**config.mk**
```make
export PLATFORM = sky130hd
export DESIGN_NAME = pwm_multi_flat
export DESIGN_NICKNAME = d
export VERILOG_FILES = /design/src/rtl/pwm_pkg.sv /design/src/rtl/pwm_multi_if.sv /design/src/rtl/pwm_compare.sv /design/src/rtl/pwm_multi.sv /design/src/flat_wrapper.sv
export SDC_FILE = /design/constraint.sdc
export NUM_CORES = 1
export LEC_CHECK = 0
export ABC_AREA = 1
export BUFFER_PORTS_ARGS = -buffer_cell sky130_fd_sc_hd__buf_2
export CORE_MARGIN = 2
export CORE_UTILIZATION = 60
export DETAILED_ROUTE_END_ITERATION = 8
export PLACE_DENSITY = 0.81
export SYNTH_ARGS = -nofsm -noshare
export SYNTH_HDL_FRONTEND = slang
export SYNTH_HIERARCHICAL = 1
export SYNTH_SLANG_ARGS = --single-unit
```
**constraint.sdc**
```tcl
create_clock -name clk -period 7.45 [get_ports clk]
set_input_delay 0.3725 -clock clk [delete_from_list [all_inputs] [get_ports clk]]
set_output_delay 0.3725 -clock clk [all_outputs]
set_load 0.1 [all_outputs]
```
**src/rtl/pwm_pkg.sv**
```systemverilog
// Shared types for the multi-channel PWM block: counting mode and counter direction.
package pwm_pkg;

    typedef enum logic {
        EDGE   = 1'b0,
        CENTER = 1'b1
    } pwm_mode_e;

    typedef enum logic {
        UP   = 1'b0,
        DOWN = 1'b1
    } pwm_dir_e;

endpackage

```
**src/rtl/pwm_multi_if.sv**
```systemverilog
// Control/status bundle between the command decoder (master) and pwm_multi (slave).
// load is a one-cycle strobe sampled on the rising clock edge; there is no ready/back-pressure.
interface pwm_multi_if #(
    parameter int CHANNELS = 2,
    parameter int CNT_W    = 16
);
    import pwm_pkg::*;

    logic                      en;
    logic                      load;
    logic [CNT_W-1:0]          period;
    logic [CHANNELS*CNT_W-1:0] duty;
    pwm_mode_e                 mode;

    logic [CHANNELS-1:0]       pwm_out;
    logic                      period_start;
    logic                      pending;
    // Counter state, exposed for observation only
    logic [CNT_W-1:0]          dbg_cnt;
    pwm_dir_e                  dbg_dir;

    modport master (
        output en, load, period, duty, mode,
        input  pwm_out, period_start, pending, dbg_cnt, dbg_dir
    );

    modport slave (
        input  en, load, period, duty, mode,
        output pwm_out, period_start, pending, dbg_cnt, dbg_dir
    );

endinterface

```
**src/rtl/pwm_compare.sv**
```systemverilog
// One PWM channel: active duty register, compare against the shared counter, invert, register.
module pwm_compare #(
    parameter int   CNT_W = 16,
    parameter logic INV   = 1'b0
) (
    input  logic             clk,
    input  logic             rst,
    input  logic             run,
    input  logic             duty_we,
    input  logic [CNT_W-1:0] duty_in,
    input  logic [CNT_W-1:0] cnt,
    output logic             pwm
);

    logic [CNT_W-1:0] duty;

    always_ff @(posedge clk) begin
        if (rst) begin
            duty <= '0;
            pwm  <= INV;
        end else begin
            if (duty_we) begin
                duty <= duty_in;
            end
            // cnt never exceeds P-1, so duty >= P stays active straight through the wrap
            pwm <= (run && (cnt < duty)) ^ INV;
        end
    end

endmodule

```
**src/rtl/pwm_multi.sv**
```systemverilog
// Multi-channel PWM: one shared edge/center-aligned counter, double-buffered period/duty/mode
// applied only at period boundaries (or immediately while disabled).
module pwm_multi
    import pwm_pkg::*;
#(
    parameter int                  CHANNELS = 2,
    parameter int                  CNT_W    = 16,
    parameter logic [CHANNELS-1:0] INV_MASK = '0
) (
    input logic        clk,
    input logic        rst,
    pwm_multi_if.slave bus
);

    logic [CNT_W-1:0]          cnt;
    pwm_dir_e                  dir;
    logic [CNT_W-1:0]          act_period;
    pwm_mode_e                 act_mode;
    logic [CNT_W-1:0]          pend_period;
    logic [CHANNELS*CNT_W-1:0] pend_duty;
    pwm_mode_e                 pend_mode;
    logic                      pending;
    logic                      period_start;

    logic [CNT_W-1:0]          last_val;
    logic                      run;
    logic                      wrap;
    logic                      apply;
    logic                      upd;
    logic [CHANNELS*CNT_W-1:0] new_duty;
    logic [CHANNELS-1:0]       pwm_bits;

    assign last_val = act_period - CNT_W'(1);
    assign run      = bus.en && (act_period != '0);

    // With no active period there is no boundary to wait for, so every cycle counts as one.
    always_comb begin
        wrap = 1'b0;
        if (bus.en) begin
            if (act_period == '0) begin
                wrap = 1'b1;
            end else if (act_mode == EDGE) begin
                wrap = (cnt == last_val);
            end else begin
                wrap = (dir == DOWN) && (cnt == '0);
            end
        end
    end

    assign apply    = !bus.en || wrap;
    assign upd      = apply && (bus.load || pending);
    assign new_duty = bus.load ? bus.duty : pend_duty;

    always_ff @(posedge clk) begin
        if (rst) begin
            cnt          <= '0;
            dir          <= UP;
            act_period   <= '0;
            act_mode     <= EDGE;
            pend_period  <= '0;
            pend_duty    <= '0;
            pend_mode    <= EDGE;
            pending      <= 1'b0;
            period_start <= 1'b0;
        end else begin
            period_start <= run && (cnt == '0) && (dir == UP);
            if (apply) begin
                cnt     <= '0;
                dir     <= UP;
                pending <= 1'b0;
                // A load arriving on the boundary itself bypasses the shadow registers
                if (bus.load) begin
                    act_period <= bus.period;
                    act_mode   <= bus.mode;
                end else if (pending) begin
                    act_period <= pend_period;
                    act_mode   <= pend_mode;
                end
            end else begin
                if (bus.load) begin
                    pend_period <= bus.period;
                    pend_duty   <= bus.duty;
                    pend_mode   <= bus.mode;
                    pending     <= 1'b1;
                end
                if (act_mode == EDGE) begin
                    cnt <= cnt + CNT_W'(1);
                end else if (dir == UP) begin
                    // Top value is held one extra cycle while turning around
                    if (cnt == last_val) begin
                        dir <= DOWN;
                    end else begin
                        cnt <= cnt + CNT_W'(1);
                    end
                end else begin
                    cnt <= cnt - CNT_W'(1);
                end
            end
        end
    end

    for (genvar i = 0; i < CHANNELS; i++) begin : g_ch
        pwm_compare #(
            .CNT_W (CNT_W),
            .INV   (INV_MASK[i])
        ) u_cmp (
            .clk     (clk),
            .rst     (rst),
            .run     (run),
            .duty_we (upd),
            .duty_in (new_duty[i*CNT_W +: CNT_W]),
            .cnt     (cnt),
            .pwm     (pwm_bits[i])
        );
    end

    assign bus.pwm_out      = pwm_bits;
    assign bus.period_start = period_start;
    assign bus.pending      = pending;
    assign bus.dbg_cnt      = cnt;
    assign bus.dbg_dir      = dir;

endmodule
```
**src/flat_wrapper.sv**
```systemverilog
// flat-port wrapper written by rule: the top's interface ports become plain ports
module pwm_multi_flat import pwm_pkg::*;
#(
    parameter int                  CHANNELS = 2,
    parameter int                  CNT_W    = 16,
    parameter logic [CHANNELS-1:0] INV_MASK = '0
)
  (clk, rst, bus_en, bus_load, bus_period, bus_duty, bus_mode, bus_pwm_out, bus_period_start, bus_pending, bus_dbg_cnt, bus_dbg_dir);
  pwm_multi_if #(.CHANNELS(CHANNELS), .CNT_W(CNT_W)) bus_i ();
  input logic clk;
  input logic rst;
  input wire logic [$bits(bus_i.en)-1:0] bus_en;
  input wire logic [$bits(bus_i.load)-1:0] bus_load;
  input wire logic [$bits(bus_i.period)-1:0] bus_period;
  input wire logic [$bits(bus_i.duty)-1:0] bus_duty;
  input wire logic [$bits(bus_i.mode)-1:0] bus_mode;
  output wire logic [$bits(bus_i.pwm_out)-1:0] bus_pwm_out;
  output wire logic [$bits(bus_i.period_start)-1:0] bus_period_start;
  output wire logic [$bits(bus_i.pending)-1:0] bus_pending;
  output wire logic [$bits(bus_i.dbg_cnt)-1:0] bus_dbg_cnt;
  output wire logic [$bits(bus_i.dbg_dir)-1:0] bus_dbg_dir;
  assign bus_i.en = bus_en;
  assign bus_i.load = bus_load;
  assign bus_i.period = bus_period;
  assign bus_i.duty = bus_duty;
  assign bus_i.mode = bus_mode;
  assign bus_pwm_out = bus_i.pwm_out;
  assign bus_period_start = bus_i.period_start;
  assign bus_pending = bus_i.pending;
  assign bus_dbg_cnt = bus_i.dbg_cnt;
  assign bus_dbg_dir = bus_i.dbg_dir;
  pwm_multi #(.CHANNELS(CHANNELS), .CNT_W(CNT_W), .INV_MASK(INV_MASK)) u_core (.clk(clk), .rst(rst), .bus(bus_i));
endmodule
```
# Word-level counts from Yosys, hierarchy flattened
# Cells that the tools add are included.
# totals
word_cells	52
input_bits	53
reg_bits	119
# classes
n_reduce_logical	17
bitwise_logic	2
magnitude_cmp	2
muxes	13
n_eq_ne	2
n_addsub	3
# op_table
cell	n
2-to-1 mux 16 bit	5
zero test 16 bit	2
< comparator 16 bit	2
2-to-1 mux 32 bit	1
subtractor 16 x 1 -> 16 bit (second input constant)	2
adder 16 x 1 -> 16 bit (second input constant)	1
equality test 16 bit	1
nonzero test 16 bit	1
logical AND 1 bit	7
2-to-1 mux 1 bit	7
AND reduction 2 bit	2
!= test 3 x 2 -> 1 bit (second input constant)	1
logical OR 1 bit	2
inverter 1 bit	2
nonzero test 2 bit	1
OR reduction 2 bit	1
zero test 1 bit	1

# Depth between registers and ports, before layout
# Gate-level depths: netlist (run 1).
# depth
ltp_word	8
depth_mapped	20
depth_no_buf	18

# By module
# Netlist (run 1), hierarchy kept.
# modules_own_cells
module	seq_area_each_um2	area_per_inst_um2	cells_each	instances
pwm_multi	1701.6	5526.6	935	1
pwm_compare (u_core.g_ch[1].u_cmp)	340.3	979.7	122	1
pwm_compare (u_core.g_ch[0].u_cmp)	340.3	975.9	122	1

# Worst setup path before layout (run 1)
# OpenSTA, ideal clock, no wires.
# synth_path
path_type	reg2reg
startpoint	reg u_core.cnt[4] (netlist: u_core/bus.dbg_cnt[4])
endpoint	reg u_core.g_ch[0].u_cmp.duty[15]
stages_incl_launch_ff	18
setup_slack_ps	4426
synth_period_minus_slack_ps	3024
t_arrival_ps	2938
setup_ps	86
path_cell_list	dfxtp_1 -> buf_2 -> inv_2 -> nand2_1 -> nand2_1 -> nand2_1 -> nand3_1 -> nor2_1 -> nand3_1 -> nor2_2 -> nand4_2 -> nand2_4 -> nand2_4 -> buf_2 -> inv_1 -> inv_2 -> buf_2 -> a211oi_1
# synth_via
elab_chain_len	7
elab_cells_between_ends	8
classes_between	eq/ne (1); mux (3); reduce/logical (4)
# synth_lines
item	line_no	source
start, declared	pwm_multi.sv:15	logic [CNT_W-1:0] cnt;
start signal, assigned	pwm_multi.sv:87	cnt <= cnt + CNT_W'(1);
start signal, assigned	pwm_multi.sv:93	cnt <= cnt + CNT_W'(1);
start signal, assigned	pwm_multi.sv:96	cnt <= cnt - CNT_W'(1);
zero test 16 bit	pwm_multi.sv:45	wrap = (dir == DOWN) && (cnt == '0);
logical AND 1 bit	pwm_multi.sv:45	
2-to-1 mux 1 bit (*)	pwm_multi.sv:42	end else if (act_mode == EDGE) begin
2-to-1 mux 1 bit (*)	pwm_multi.sv:40	if (act_period == '0) begin
2-to-1 mux 1 bit (*)	pwm_multi.sv:39	if (bus.en) begin
logical OR 1 bit (*)	pwm_multi.sv:50	assign apply = !bus.en || wrap;
logical AND 1 bit (*)	pwm_multi.sv:51	assign upd = apply && (bus.load || pending);
net u_core.upd	pwm_multi.sv:29	logic upd;
end signal, assigned	pwm_compare.sv:23	duty <= duty_in;
end, declared	pwm_compare.sv:15	logic [CNT_W-1:0] duty;
# Mark *: on every way through the listed nets, which the timed path passes. The rest lies on a longest branch.
# A chain may end at the register's enable or synchronous reset.

# Worst setup path in the final report (run 1)
# layout_path
startpoint	reg u_core.cnt[0] (netlist: u_core/bus.dbg_cnt[0])
endpoint	reg u_core.g_ch[0].u_cmp.duty[13]
# The elaborated chain is that of the path after synthesis.

==> metrics.md, run 1 <==
| Metric | Value |
|---|---|
| Run status | finished clean |
| Highest Clock Rate | 0.309 GHz |
| Std-Cell Core Area | 12100 um2 |
| Boundary Pins | 74 |
| Height of the die | 116 um |
| Cell Rows | 40 |
| Path type of the worst min-delay path | input pin to register |
| Worst VDD drop | 0.000199 V |
| Average via count per standard cell | 5.37 |
| Setup slack after placement | 4.36 ns |
| Critical Setup Path Class | register to register |
| Layout Utilization | about 70% |
| Depth of the CTS H-tree | 4 |
| Share of total power in combinational logic | about a fifth |
| Source-to-sink clock delay at the later pin of the worst-skew pair | roughly 0.4 ns |
| Vias in the first global route | roughly 6.7k |
| Total standard cell area after synthesis | between 7000 and 8000 um2 |
| TritonRoute pass-1 iters | 5 |
| Power density over the cells | approximately 230 nW/um2 |
| Ordered cell list for the critical path | inv_2, ha_1, nand3_1, nor2_1, nand4_1, nor3_1, nor2_1, nand2_4, nand2_4, inv_1, inv_2, nor2_1, a211oi_1 |
| Dpl cell area | about 7800 um2 |
| CTS Hold Bufs | 0 |
| Total of buffers placed on input and output ports | 73 |
| Cell internal power dissipation | 1.32 mW |
| Clock tree root buffer cell | sky130_fd_sc_hd__clkbuf_16 |
| CTS-repair resized insts | 0 |
| Power share of the clock group | between 40% and 50% |
| Proportion of power drawn by flip-flops and latches | a little under two fifths |
| Static Leak | around 4.1 nW |
| Fin nets | about 1.3k |
| Cell occurring most often along the worst timing path | sky130_fd_sc_hd__nor2_1 |
| Final HPWL from detailed placement | roughly 13000 um |
| Total instance count after detailed placement | roughly 1.4k |
| Initial antenna violation count | 0 |
| Clock tree from TritonCTS | yes |
| GRT Total Usage | 29.8% |
| Wire length of the first global-routing pass | 31900 um |
| Syn_nets | between 1k and 1.5k |
| Setup slack of the most critical reg-to-reg path | 4.21 ns |
| Die footprint | about 13000 um2 |
| Count of buffers added by post-CTS timing repair for setup | 0 |
| Fraction of layout instances using a drive strength above 1 | 11.5% |
| Effective utilization at floorplan | between 60% and 70% |
| RSZ-0062 raised after global routing | false |
| Count of routing violations after the opening detailed-route iteration | just over 700 |
| Critical path startpoint category | register |
| Pin count of the biggest net entering global routing | 69 |
| Slowest Stage Delay on Critical Path | 0.62 ns |
| Part of the Yosys area used for sequential elements | 31.8% |
| Final ANT Viol Nets | 0 |
| Via count | 7493 |
| Clock input transition at the sequential cells of the worst setup and hold paths | ~0.050 ns |
| Data arrival time of the critical path | 3.54 ns |
| Worst max-slew margin expressed relative to the limit | between 40% and 50% |
| Worst path bufs/invs | 3 |
| Final period util | roughly 43% |
| Final wirelength | 19600 um |
| Switching fraction of total power | between 20% and 30% |
| Instance count of the mapped netlist | about 1.2k |
| Time the worst path needs with I/O delays and setup | approximately 3.2 ns |
| Transition time of the tightest slew-check pin | 0.820 ns |
| Cell with the biggest individual delay on the critical path | sky130_fd_sc_hd__dfxtp_1 |
| Post-route insts no fill | around 1.4k |
| Final setup violating endpoints | 0 |
| Largest fanout on the critical path | 35 |
| Setup crit end kind | register |
| Setup WS post-layout | between 4 and 5 ns |
| Average instance area after synthesis | 6.35 um2 |
| Post-route DRC violation count | 0 |
| Setup tns final | 0 ns |
| Number of antenna diodes | 0 |
| Area added between synthesis and finish | 11.5% |
| Number of register bits inferred by synthesis | roughly 120 |
| Net switching power figure | 0.559 mW |
| Buffer depth of the longest clock path | 2 |
| Die width | 116 um |
| Number of library cell types mapped by synthesis | 36 |
| Number of buffers inserted during clock tree synthesis | 17 |
| Yosys warns | 6 |
| Final cell area excluding filler cells | about 8300 um2 |
| Crit-path leading delay family | simple AND/OR/NAND/NOR gates |
| Weighted congestion at the end of routability-driven global placement | ~1.0 |
| Worst setup skew after layout | 0.00376 ns |
| Final slew viol count | 0 |
| Max-capacitance violation count | 0 |
| Number of hold violations in the final report | 0 |
| CTS Sinks | 119 |
| Required time at the endpoint of the critical path | just under 8 ns |
| Drt wl/cell | 14.0 um |
| Aggregate global routing overflow | 0 |
==> routing by layer <==
| layer | wire (um) | track usage (%) | up-vias |
|---|---|---|---|
| met2 | 8740 | 47.0 | 268 |
| met3 | 1280 | 5.70 | 34 |
| li1 | - | - | 3822 |
| met5 | 0 | 0 | - |
| met4 | 410 | 10.2 | 0 |
| met1 | 9140 | 41.2 | 3369 |
==> worst reg2reg max path: stages (launching register included) <==
cell and delay [ns]:
sky130_fd_sc_hd__dfxtp_1 0.62, sky130_fd_sc_hd__inv_2 0.15, sky130_fd_sc_hd__ha_1 0.24, sky130_fd_sc_hd__nand3_1 0.08, sky130_fd_sc_hd__nor2_1 0.05, sky130_fd_sc_hd__nand4_1 0.09
sky130_fd_sc_hd__nor3_1 0.06, sky130_fd_sc_hd__nor2_1 0.28, sky130_fd_sc_hd__nand2_4 0.27, sky130_fd_sc_hd__nand2_4 0.37, sky130_fd_sc_hd__inv_1 0.16, sky130_fd_sc_hd__inv_2 0.39
sky130_fd_sc_hd__nor2_1 0.12, sky130_fd_sc_hd__a211oi_1 0.24
==> cell families (layout without fill, tap and decap cells) <==
family / after synthesis / in the layout / share of synthesized area (%)
simple gates: 672 / 672 / 37.6
buf+inv: 171 / 220 / 9.70
compound gates: 148 / 148 / 11.1
flops: 119 / 119 / 31.8
xor+xnor: 35 / 35 / 4.10
fa+ha+maj: 34 / 34 / 5.69
==> final timing paths <==
path | to | depth (start not counted) | from
min | u_core/pend_period[11] | 3 | bus_period[11]
max reg2reg | u_core/g_ch[0].u_cmp/duty[13] | 13 | u_core/bus.dbg_cnt[0]
min reg2reg | u_core/g_ch[0].u_cmp/duty[0] | 2 | u_core/g_ch[0].u_cmp/duty[0]
max | u_core/g_ch[0].u_cmp/duty[13] | 13 | u_core/bus.dbg_cnt[0]
==> state kept, by name, summed over array words and instances (netlist names) <==
signal and flops:
u_core/pend_mode 1, u_core/bus.dbg_cnt 16, u_core/bus.dbg_dir 1, u_core/pend_duty 32, u_core/act_mode 1, u_core/g_ch.u_cmp/duty 32, u_core/g_ch.u_cmp/pwm 2, u_core/act_period 16
u_core/bus.period_start 1, u_core/bus.pending 1, u_core/pend_period 16
==> cells in the mapped netlist, drive strengths merged <==
| cell type | number | area [um2] |
|---|---|---|
| a211oi | 30 | 225 |
| a21boi | 1 | 7.51 |
| a21oi | 39 | 206 |
| and2 | 1 | 6.26 |
| buf | 37 | 223 |
| clkbuf | 20 | 75.1 |
| clkinv | 1 | 3.75 |
| dfxtp | 119 | 2380 |
| ha | 34 | 425 |
| inv | 113 | 424 |
| nand2 | 357 | 1370 |
| nand3 | 31 | 165 |
| nand3b | 7 | 52.6 |
| nand4 | 27 | 175 |
| nor2 | 229 | 907 |
| nor3 | 16 | 101 |
| nor4 | 3 | 31.3 |
| o21ai | 78 | 390 |
| or2 | 1 | 6.26 |
| xnor2 | 13 | 114 |
| xor2 | 22 | 193 |
==> final cells by class <==
cell class | instances | area [um2]
Inverter | 114 | 428
Timing Repair Buffer | 77 | 395
Fill cell | 1123 | 3770
Tap cell | 168 | 210
Sequential cell | 119 | 2380
Clock inverter | 4 | 70.1
Multi-Input combinational cell | 889 | 4370
Clock buffer | 25 | 485
==> stage by stage <==
stage,power (mW),hold slack (ns)
after floorplan,1.03,0.438
after global placement,1.10,0.449
after detailed placement,1.11,0.453
after CTS,1.89,0.187
after global routing,1.98,0.201
final,1.88,0.199
==> cell usage in the layout, fill, tap and decap left out, types with 7 or more instances in the layout <==
cell / Yosys / routed
sky130_fd_sc_hd__buf_2: 25 / 73
sky130_fd_sc_hd__nor2_1: 218 / 218
sky130_fd_sc_hd__clkbuf_16: 0 / 17
sky130_fd_sc_hd__nand4_1: 26 / 26
sky130_fd_sc_hd__inv_2: 11 / 11
sky130_fd_sc_hd__nor3_1: 13 / 13
sky130_fd_sc_hd__dfxtp_1: 119 / 119
sky130_fd_sc_hd__ha_1: 34 / 34
sky130_fd_sc_hd__nand3_1: 29 / 29
sky130_fd_sc_hd__nor2_2: 7 / 7
sky130_fd_sc_hd__a21oi_1: 36 / 36
sky130_fd_sc_hd__o21ai_0: 75 / 75
sky130_fd_sc_hd__nand3b_1: 7 / 7
sky130_fd_sc_hd__xor2_1: 22 / 22
sky130_fd_sc_hd__inv_1: 102 / 102
sky130_fd_sc_hd__a211oi_1: 30 / 30
sky130_fd_sc_hd__xnor2_1: 13 / 13
sky130_fd_sc_hd__nand2_1: 350 / 350
==> power by group through the flow <==
stage | Sequential, mW | Clock, mW | Combinational (mW)
floorplan | 0.741 | 0 | 0.288
global placement | 0.730 | 0 | 0.369
detailed placement | 0.732 | 0 | 0.374
CTS | 0.720 | 0.788 | 0.381
global route | 0.725 | 0.815 | 0.435
finish | 0.721 | 0.775 | 0.385
Note: power is estimated with default switching activity, not from simulation.
==> run 2, diff against run 1 <==
- ABC_AREA: 1 -> 0
- CORE_UTILIZATION: 60 -> 53
- PLACE_DENSITY: 0.81 -> 0.76
- clock period: 7.45 -> 2.8 ns (I/O delays scaled with it)
==> metrics.md, run 2 <==
| Metric | Value |
|---|---|
| Run status | complete, but fails checks (was finished clean) |
| Violations in the final reports | negative setup slack |
| Depth of the CTS H-tree | 4 (unchanged) |
| Instance count of the mapped netlist | 782 (was 1179) |
| Average instance area after synthesis | 8.57 um2 (was 6.35 um2) |
| Launch point of the worst reg-to-reg path | u_core/act_period[1] (was u_core/bus.dbg_cnt[0]) |
| Commonest non-fill, non-tap cells in the layout | 107 x sky130_fd_sc_hd__dfxtp_1, 80 x sky130_fd_sc_hd__nor2_1, 73 x sky130_fd_sc_hd__buf_2 (was 350 x sky130_fd_sc_hd__nand2_1, 218 x sky130_fd_sc_hd__nor2_1, 119 x sky130_fd_sc_hd__dfxtp_1) |
| Final wirelength | 21400 um (was 19600 um) |
| Total standard cell area after synthesis | 6700 um2 (was 7480 um2) |
| Commonest non-fill, non-tap cell in the layout | sky130_fd_sc_hd__dfxtp_1 (was sky130_fd_sc_hd__nand2_1) |
| Weighted congestion at the end of routability-driven global placement | 0.918 (was 1.01) |
| Post-synth EDFFs | 0 (unchanged) |
| Number of library cell types mapped by synthesis | 62 (was 36) |
| Area fraction of the dominant cell type after synthesis | 35.5% (was 31.8%) |
| Std-Cell Core Area | 12500 um2 (was 12100 um2) |
| Max-capacitance violation count | 0 (unchanged) |
| Die footprint | 13600 um2 (was 13400 um2) |
| GRT Total Usage | 27.8% (was 29.8%) |
| Final slew viol count | 0 (unchanged) |
| FILL cells | 778 (was 1123) |
| Setup slack of the most critical reg-to-reg path | -0.32 ns (was 4.21 ns) |
| Cell with the most instances after synthesis | sky130_fd_sc_hd__dfxtp_1 (was sky130_fd_sc_hd__nand2_1) |
| Post-route DRC violation count | 0 (unchanged) |
| Top cell types by occurrence after synthesis | 119 x sky130_fd_sc_hd__dfxtp_1, 83 x sky130_fd_sc_hd__nand2_1, 80 x sky130_fd_sc_hd__nor2_1 (was 350 x sky130_fd_sc_hd__nand2_1, 218 x sky130_fd_sc_hd__nor2_1, 119 x sky130_fd_sc_hd__dfxtp_1) |
| Highest Clock Rate | 0.321 GHz (was 0.309 GHz) |
| Area added between synthesis and finish | 37.6% (was 11.5%) |
| Layout Utilization | 74.0% (was 68.9%) |
| Number of buffers inserted during clock tree synthesis | 17 (unchanged) |
| Transition time of the tightest slew-check pin | 0.698 ns (was 0.820 ns) |
| Post-route insts no fill | 1115 (was 1396) |
| Leading area contributor after synthesis | sky130_fd_sc_hd__dfxtp_1 (unchanged) |
| Clock tree root buffer cell | sky130_fd_sc_hd__clkbuf_16 (unchanged) |
| Aggregate global routing overflow | 0 (unchanged) |
| Largest fanout on the critical path | 6 (was 35) |
| Vias in the first global route | 5970 (was 6656) |
| Total instance count after detailed placement | 1026 (was 1367) |
| Count of routing violations after the opening detailed-route iteration | 573 (was 724) |
| Required time at the endpoint of the critical path | 3.13 ns (was 7.76 ns) |
| Number of register bits inferred by synthesis | 119 (unchanged) |
| Effective utilization at floorplan | 53.8% (was 61.8%) |
| Largest cells by area after synthesis | sky130_fd_sc_hd__dfxtp_1 36%, sky130_fd_sc_hd__mux2i_1 7.5%, sky130_fd_sc_hd__ha_1 6.3%, sky130_fd_sc_hd__mux2_2 5.4%, sky130_fd_sc_hd__a21oi_1 4.8% (was sky130_fd_sc_hd__dfxtp_1 32%, sky130_fd_sc_hd__nand2_1 18%, sky130_fd_sc_hd__nor2_1 11%, sky130_fd_sc_hd__ha_1 5.7%, sky130_fd_sc_hd__inv_1 5.1%) |
| Wire length of the first global-routing pass | 29100 um (was 31900 um) |
| Cell Rows | 41 (was 40) |
| Critical Setup Path Class | register to register (unchanged) |
| Drt wl/cell | 19.2 um (was 14.0 um) |
| Power density over the cells | 580 nW/um2 (was 226 nW/um2) |
| Pin count of the biggest net entering global routing | 37 (was 69) |
| Clock tree from TritonCTS | yes (unchanged) |
| Syn_nets | 869 (was 1266) |
| Part of the Yosys area used for sequential elements | 35.5% (was 31.8%) |
| Fin nets | 1017 (was 1305) |
| Boundary Pins | 74 (unchanged) |
| Worst max-slew margin expressed relative to the limit | 53.5% (was 45.3%) |
| Number of hold violations in the final report | 0 (unchanged) |
| Height of the die | 116 um (about the same) |
| Initial antenna violation count | 1 (was 0) |
| Final ANT Viol Nets | 0 (unchanged) |
| Data arrival time of the critical path | 3.45 ns (was 3.54 ns) |
| Die width | 116 um (about the same) |
| Clock input transition at the sequential cells of the worst setup and hold paths | 0.06 ns (was 0.05 ns) |
| Final HPWL from detailed placement | 11200 um (was 12800 um) |
| Length in cells of the worst reg-to-reg path | 14 (was 13) |
| Path type of the worst min-delay path | input pin to register (unchanged) |
| Setup WS post-layout | -0.316 ns (was 4.21 ns) |
| Time the worst path needs with I/O delays and setup | 3.12 ns (was 3.24 ns) |
| Setup slack after placement | -0.201 ns (was 4.36 ns) |
| Ys async rst share | 0% (unchanged) |
| Buffer depth of the longest clock path | 2 (unchanged) |
| Static Leak | 3.92 nW (was 4.06 nW) |
| TritonRoute pass-1 iters | 5 (unchanged) |
| Average via count per standard cell | 5.91 (was 5.37) |
| Worst flop-to-flop path endpoint | u_core/pend_duty[1] (was u_core/g_ch[0].u_cmp/duty[13]) |
| Worst setup skew after layout | 0.00817 ns (was 0.00376 ns) |
| Largest registers in the final layout | u_core/g_ch.u_cmp/duty (32), u_core/pend_duty (32) (unchanged) |
| CTS Sinks | 119 (unchanged) |
| Fraction of layout instances using a drive strength above 1 | 34.1% (was 11.5%) |
| Dpl cell area | 7490 um2 (was 7790 um2) |
| Via count | 6594 (was 7493) |
| Final cell area excluding filler cells | 9220 um2 (was 8350 um2) |
| RSZ-0062 raised after global routing | true (was false) |
| Final setup violating endpoints | 114 (was 0) |
| Worst VDD drop | 0.000409 V (was 0.000199 V) |
| Final worst hold slack | 0.104 ns (was 0.199 ns) |
| Yosys warns | 6 (unchanged) |
| Flip-flop cell with the highest count after synthesis | sky130_fd_sc_hd__dfxtp_1 (unchanged) |
| Start point of the critical path | u_core/act_period[1] (was u_core/bus.dbg_cnt[0]) |
| Critical path destination | u_core/pend_duty[1] (was u_core/g_ch[0].u_cmp/duty[13]) |
| Final period util | 111% (was 43.4%) |
| Total of buffers placed on input and output ports | 73 (unchanged) |
| Setup crit end kind | register (unchanged) |
| Critical path startpoint category | register (unchanged) |
| Source-to-sink clock delay at the later pin of the worst-skew pair | 0.43 ns (was 0.41 ns) |
## run 2: changes by cell type after synthesis, moves of 28 or more
cell	before	now
sky130_fd_sc_hd__o21ai_0	75	31
sky130_fd_sc_hd__mux2_2	0	32
sky130_fd_sc_hd__inv_1	102	41
sky130_fd_sc_hd__mux2i_1	0	50
sky130_fd_sc_hd__a211oi_1	30	1
sky130_fd_sc_hd__a21oi_1	36	64
sky130_fd_sc_hd__nand2_1	350	83
sky130_fd_sc_hd__nor2_1	218	80
## run 2: timing repair
item | in CTS | in global routing
pin swaps | 14 | 63
resized for setup | 29 | 85
hold endpoints to repair | 17 | 0
endpoints found under the setup margin | 114 | 114
hold buffers | 17 | 0
buffers inserted | 20 | 13
gates cloned | 3 | 8
## run 2: power breakdown
part	switching (mW)	leakage (nW)	internal [mW]
logic	0.606	2.64	0.556
registers	0.0718	0.978	1.79
clock network	0.780	0.309	1.54
## run 2: how the worst min path moves through the flow
stage,from,slack [ns],end,cells past startpoint
after CTS,bus_load,0.07,u_core/bus.pending,3
after floorplan,bus_mode,0.28,u_core/pend_mode,2
final,bus_duty[17],0.10,u_core/g_ch[1].u_cmp/duty[1],4
after global routing,bus_duty[17],0.12,u_core/g_ch[1].u_cmp/duty[1],4
after detailed placement,bus_period[1],0.40,u_core/pend_period[1],3
after global placement,bus_period[13],0.39,u_core/pend_period[13],3
## run 2: layout make-up
cell class / instances / area, um2 / area share, %
multi-input combinational: 569 / 4250 / 46.1
clock inverter: 6 / 110 / 1.19
inverter: 41 / 154 / 1.67
antenna: 1 / 2.50 / 0.0271
sequential: 119 / 2400 / 26.1
clock buffer: 25 / 517 / 5.60
tap: 172 / 215 / 2.33
timing repair buffer: 182 / 1570 / 17.0
## run 2: critical path, cell delays in order, from the launching register on
cell and delay, ns:
sky130_fd_sc_hd__dfxtp_2 0.33, sky130_fd_sc_hd__inv_2 0.07, sky130_fd_sc_hd__ha_4 0.13, sky130_fd_sc_hd__or4b_4 0.52, sky130_fd_sc_hd__nor4_4 0.28, sky130_fd_sc_hd__xnor2_1 0.17, sky130_fd_sc_hd__nor4b_2 0.21, sky130_fd_sc_hd__nand4_1 0.19
sky130_fd_sc_hd__buf_6 0.19, sky130_fd_sc_hd__buf_6 0.12, sky130_fd_sc_hd__o21ai_4 0.17, sky130_fd_sc_hd__buf_6 0.19, sky130_fd_sc_hd__buf_8 0.15, sky130_fd_sc_hd__nand2_1 0.09, sky130_fd_sc_hd__a21oi_1 0.21
## run 2: cell families after synthesis
kind of cell	count (synthesis)	share of synthesized area [%]
compound gates	157	14.2
simple gates	264	20.0
fa+ha+maj	34	6.35
buf+inv	94	6.68
mux	82	12.8
xor+xnor	32	4.39
flops	119	35.5
## run 2: layer usage
layer,vias up,GRT usage [%],part of all wire [%]
li1,3021,-,-
met1,3139,34.2,40
met2,353,46.2,48
met3,81,5.86,7.3
met4,0,13.9,4.0
met5,-,0,0
## run 2: stage by stage
step / total power, mW / TNS, ns
floorplan: 2.49 / -18.49
global placement: 2.68 / -4.86
detailed placement: 2.69 / -9.93
CTS: 5.15 / -7.05
global route: 5.50 / -35.23
finish: 5.34 / -21.87
